$ cat config.mk
export PLATFORM = sky130hd
export DESIGN_NAME = dmem_block_mover
export DESIGN_NICKNAME = d
export VERILOG_FILES = /design/src/rtl/dmem_pkg.sv /design/src/rtl/dmem_block_mover.sv
export SDC_FILE = /design/constraint.sdc
export NUM_CORES = 1
export LEC_CHECK = 0
export CAP_MARGIN = 20
export CORE_MARGIN = 10
export CORE_UTILIZATION = 30
export CTS_BUF_LIST = sky130_fd_sc_hd__clkbuf_16
export CTS_CLUSTER_DIAMETER = 60
export DETAILED_ROUTE_END_ITERATION = 10
export PLACE_DENSITY = 0.51
export SLEW_MARGIN = 10
export SYNTH_ARGS = -nofsm -noshare
export SYNTH_HDL_FRONTEND = slang
export SYNTH_SLANG_ARGS = --single-unit
export TNS_END_PERCENT = 100
$ cat constraint.sdc
create_clock -name clk -period 4.8 [get_ports clk]
set_clock_uncertainty 0.1 [all_clocks]
set_input_delay 0.96 -clock clk [delete_from_list [all_inputs] [get_ports clk]]
set_output_delay 0.96 -clock clk [all_outputs]
set_load 0.05 [all_outputs]
$ cat src/rtl/dmem_pkg.sv
// Shared definitions for the DataMemory block mover: state encoding, mode constants and
// default port widths.
package dmem_pkg;

    localparam int unsigned DMEM_AW = 8;
    localparam int unsigned DMEM_DW = 8;

    typedef enum logic [1:0] {
        IDLE = 2'd0,
        RD   = 2'd1,
        WR   = 2'd2,
        DONE = 2'd3
    } state_e;

    localparam logic MODE_COPY = 1'b0;
    localparam logic MODE_FILL = 1'b1;

endpackage

$ cat src/rtl/dmem_block_mover.sv
// Block COPY / FILL engine driving the DataMemory port. One FSM, one index counter and
// one data buffer; all outputs are decoded from registered state only.
module dmem_block_mover
    import dmem_pkg::*;
#(
    parameter int unsigned AW = DMEM_AW,
    parameter int unsigned DW = DMEM_DW,
    parameter int unsigned LW = AW + 1
) (
    input  logic          clk,
    input  logic          rst_n,
    input  logic          start,
    input  logic          mode,
    input  logic [AW-1:0] src_addr,
    input  logic [AW-1:0] dst_addr,
    input  logic [LW-1:0] len,
    input  logic [DW-1:0] fill_val,
    input  logic          abort,
    output logic          busy,
    output logic          done,
    output logic [LW-1:0] count,
    output logic          mem_we,
    output logic [AW-1:0] mem_addr,
    output logic [DW-1:0] mem_din,
    input  logic [DW-1:0] mem_dout
);

    localparam logic [LW-1:0] FULL_LEN = LW'(1) << AW;

    state_e        state_q, state_d;
    logic [LW-1:0] idx_q, idx_d;
    logic [DW-1:0] buf_q, buf_d;
    logic          mode_q, mode_d;
    logic [AW-1:0] src_q, src_d;
    logic [AW-1:0] dst_q, dst_d;
    logic [LW-1:0] len_q, len_d;
    logic [DW-1:0] fill_q, fill_d;

    logic [LW-1:0] len_clamped;
    logic [LW-1:0] idx_inc;

    assign len_clamped = (len > FULL_LEN) ? FULL_LEN : len;
    assign idx_inc     = idx_q + LW'(1);

    always_ff @(posedge clk or negedge rst_n) begin
        if (!rst_n) begin
            state_q <= IDLE;
            idx_q   <= '0;
            buf_q   <= '0;
            mode_q  <= MODE_COPY;
            src_q   <= '0;
            dst_q   <= '0;
            len_q   <= '0;
            fill_q  <= '0;
        end else begin
            state_q <= state_d;
            idx_q   <= idx_d;
            buf_q   <= buf_d;
            mode_q  <= mode_d;
            src_q   <= src_d;
            dst_q   <= dst_d;
            len_q   <= len_d;
            fill_q  <= fill_d;
        end
    end

    always_comb begin
        state_d = state_q;
        idx_d   = idx_q;
        buf_d   = buf_q;
        mode_d  = mode_q;
        src_d   = src_q;
        dst_d   = dst_q;
        len_d   = len_q;
        fill_d  = fill_q;

        unique case (state_q)
            IDLE: begin
                // abort beats a simultaneous start
                if (start && !abort) begin
                    mode_d = mode;
                    src_d  = src_addr;
                    dst_d  = dst_addr;
                    len_d  = len_clamped;
                    fill_d = fill_val;
                    idx_d  = '0;
                    if (len_clamped == '0) begin
                        state_d = DONE;
                    end else if (mode == MODE_FILL) begin
                        state_d = WR;
                    end else begin
                        state_d = RD;
                    end
                end
            end
            RD: begin
                buf_d   = mem_dout;
                state_d = abort ? IDLE : WR;
            end
            WR: begin
                // the write of this cycle lands even when aborting, so it is counted
                idx_d = idx_inc;
                if (abort) begin
                    state_d = IDLE;
                end else if (idx_inc == len_q) begin
                    state_d = DONE;
                end else if (mode_q == MODE_FILL) begin
                    state_d = WR;
                end else begin
                    state_d = RD;
                end
            end
            DONE: begin
                state_d = IDLE;
            end
            default: begin
                state_d = IDLE;
            end
        endcase
    end

    always_comb begin
        busy     = 1'b0;
        done     = 1'b0;
        mem_we   = 1'b0;
        mem_addr = '0;
        mem_din  = '0;

        unique case (state_q)
            RD: begin
                busy     = 1'b1;
                mem_addr = src_q + idx_q[AW-1:0];
            end
            WR: begin
                busy     = 1'b1;
                mem_we   = 1'b1;
                mem_addr = dst_q + idx_q[AW-1:0];
                mem_din  = (mode_q == MODE_FILL) ? fill_q : buf_q;
            end
            DONE: begin
                done = 1'b1;
            end
            default: begin
            end
        endcase
    end

    assign count = idx_q;

endmodule

==> metrics.txt <==
status complete, no violations; Layout Area Growth over Synthesis 34.4%; Area contributors post-synth dfrtp_1 44%, mux2_2 15%, ha_1 5.4%, o21ai_0 4.0%, mux2i_1 3.0%; Top Ports 74; Slew headroom 54.1%; post-synthesis cell type count 49; via count 2240; Max Cap Viol 0; Total GRT Usage 10.5%; Die ar. 14500 um^2; Hold Path Class flip-flop to flip-flop; antenna-violating nets left 0; arrival time worst endpoint 3.25 ns; Gate power share 57.0%; Internal 1490 uW; initial core utilization 30.9%; largest net degree at the start of global routing 54; worst-margin pin slew 0.689 ns; fin nets 413; DIE HEIGHT 121 um; Hold Crit Depth 2; Pre-antenna DRT Iters 4; drt drc 0; initial drt markers 111; post-synthesis sequential area ratio 43.7%; WP data required 3.74 ns; Area after DPL 3940 um^2; fin. max-slew vios 0; # diodes 0; Clock Path Buffers 2; Synth area leader dfrtp_1; post-route clock period utilization 89.7%; Final Setup Violations 0; PortBufs 73; area of the multi-input gates 1610 um^2; synth warn 0; first-pass GRT wire length 12700 um; kind of critical path flip-flop to output port; Resized Gates After CTS 0; Net Sw Power 1120 uW; TNS Setup 0 ns; met3 wire len 568 um; ratio of cells with drive above 1 in the final layout 19.2%; Via density 4.60; sequential cell area 1330 um^2; maximum clock frequency 232 MHz; hold_sp len_q[3]; Die Wd 121 um; element type at the critical path start flip-flop; Filler cells 1006; core area 9820 um^2; clock slew at reported path FFs 0.06 ns; design area 4080 um^2; Root Driver clkbuf_16; worst setup path start state_q[0]; Cell Pwr Density 642 nW/um^2; number of global-route vias before repair 2522; Tmin final 4.31 ns; VDD IR max 0.312 mV; Seq cells post-synth 53; final wirelength 7480 um; # hold bufs at CTS 0; TritonCTS clock tree built; Rows 36; part of the power in the clock network 13.0%; Hold Vio Cnt, Final 0; Num CTS Buffers 5; FF-to-FF setup slack 2.55 ns; asr flop ratio synth 100%; synth cell count leaders 53 x dfrtp_1, 41 x mux2_2, 24 x o21ai_0; Hold Path End len_q[3]; r2r endpoint state_q[0]; Yosys top cell area share 43.7%; Worst Setup End Kind output port; DP Wirelength 5720 um; CTS sink cnt 53; Pleak 0.00171 uW; Post-Syn Area per Cell 10.8 um^2; Worst-Skew Late Latency 0.29 ns; initial antenna violation count 0; CP max FO 7; top layer in use met4; Final GP Congestion 0.810; Post-synth EDFFs 0; average routed wire per standard cell 15.4 um; share of power burned in registers 30.0%; M1 WL 3470 um; Mapped Nets 340; Switching Fraction 42.9%; H-tree depth 2; RSZ-0062 raised after global routing no; synthesized area 3030 um^2; worst reg2reg path depth 7; cell count after synthesis 280; Routed met2 length 3370 um; reg-to-reg startpoint count[0]; setup repair bufs after CTS 0; most numerous cell in the Yosys netlist dfrtp_1; global route total overflow 0; Top FF cell, synth dfrtp_1
[registers in the layout, summed over array words and instances, names as in the netlist]
signal,count
buf_q,8
src_q,8
mode_q,1
state_q,2
count,9
fill_q,8
dst_q,8
len_q,9
[metal layers]
metal / GRT usage (%) / vias up
li1: - / 1131
met4: 2.64 / 0
met3: 4.14 / 7
met1: 13.1 / 1047
met2: 16.7 / 55
met5: 0 / -
[worst max-delay path by stage]
stage          slack [ns]  cells after the start          end
2_1_floorplan        0.12                     11  mem_addr[4]
3_3_place_gp         0.85                     11  mem_addr[7]
3_5_place_dp         0.76                     11  mem_addr[7]
4_1_cts              0.46                     11  mem_addr[7]
5_1_grt              0.27                     11  mem_addr[7]
6_report             0.49                     11  mem_addr[7]
[placed cells by master, fill, tap and decap left out, drive strengths merged, types with 8 or more instances in the layout]
cell type	instances
o21ai	29
clkdlybuf4s50	68
nand2	17
xnor2	8
inv	16
nand2b	10
mux2	41
ha	13
mux2i	9
dfrtp	53
buf	9
xor2	9
nor2b	11
[cells by family (layout without fill, tap and decap cells)]
family,after synthesis,after routing,synth area share (%)
and+or+nand+nor,71,71,13.4
adders and majority gates,14,14,6.02
AOI/OAI and AO/OA,51,51,10.4
xor gates and xnor gates,17,17,4.91
DFF,53,53,43.7
buffers and inverters,24,98,3.38
muxes,50,50,18.2
[worst max-delay path: stages (launching register included)]
cell,delay [ns]
dfrtp_1,0.41
inv_1,0.12
ha_1,0.36
mux2_2,0.40
ha_1,0.27
a21o_1,0.17
a21oi_2,0.19
o21ai_1,0.11
a2111oi_2,0.40
nor3_1,0.12
nor3b_2,0.24
buf_12,0.17
[power by group through the flow]
stage | Combinational [uW] | Sequential (uW) | Clock, uW
3_5_place_dp | 1510 | 800 | 0
5_1_grt | 1630 | 817 | 368
4_1_cts | 1510 | 790 | 356
2_1_floorplan | 1070 | 758 | 0
3_3_place_gp | 1490 | 798 | 0
6_report | 1490 | 785 | 341
[per-stage QoR]
step	util, %	setup WS (ns)	std cells	hold WS, ns	power (uW)
5_1_grt	41.5	0.272	487	0.421	2810
3_3_place_gp	40.1	0.854	479	0.384	2290
2_1_floorplan	-	0.116	280	0.369	1820
6_report	41.5	0.495	487	0.401	2620
4_1_cts	41.5	0.464	487	0.409	2660
3_5_place_dp	40.1	0.762	479	0.394	2310
[layout make-up]
cell class | count | share of cell area, %
multi-input cells | 203 | 39.6
flip-flops and latches | 53 | 32.5
repair buffers | 77 | 19.2
well taps | 133 | 4.08
clock buffers | 5 | 3.07
inverters | 13 | 1.20
clock inverters | 3 | 0.276
Note: power is estimated with default switching activity, not from simulation.
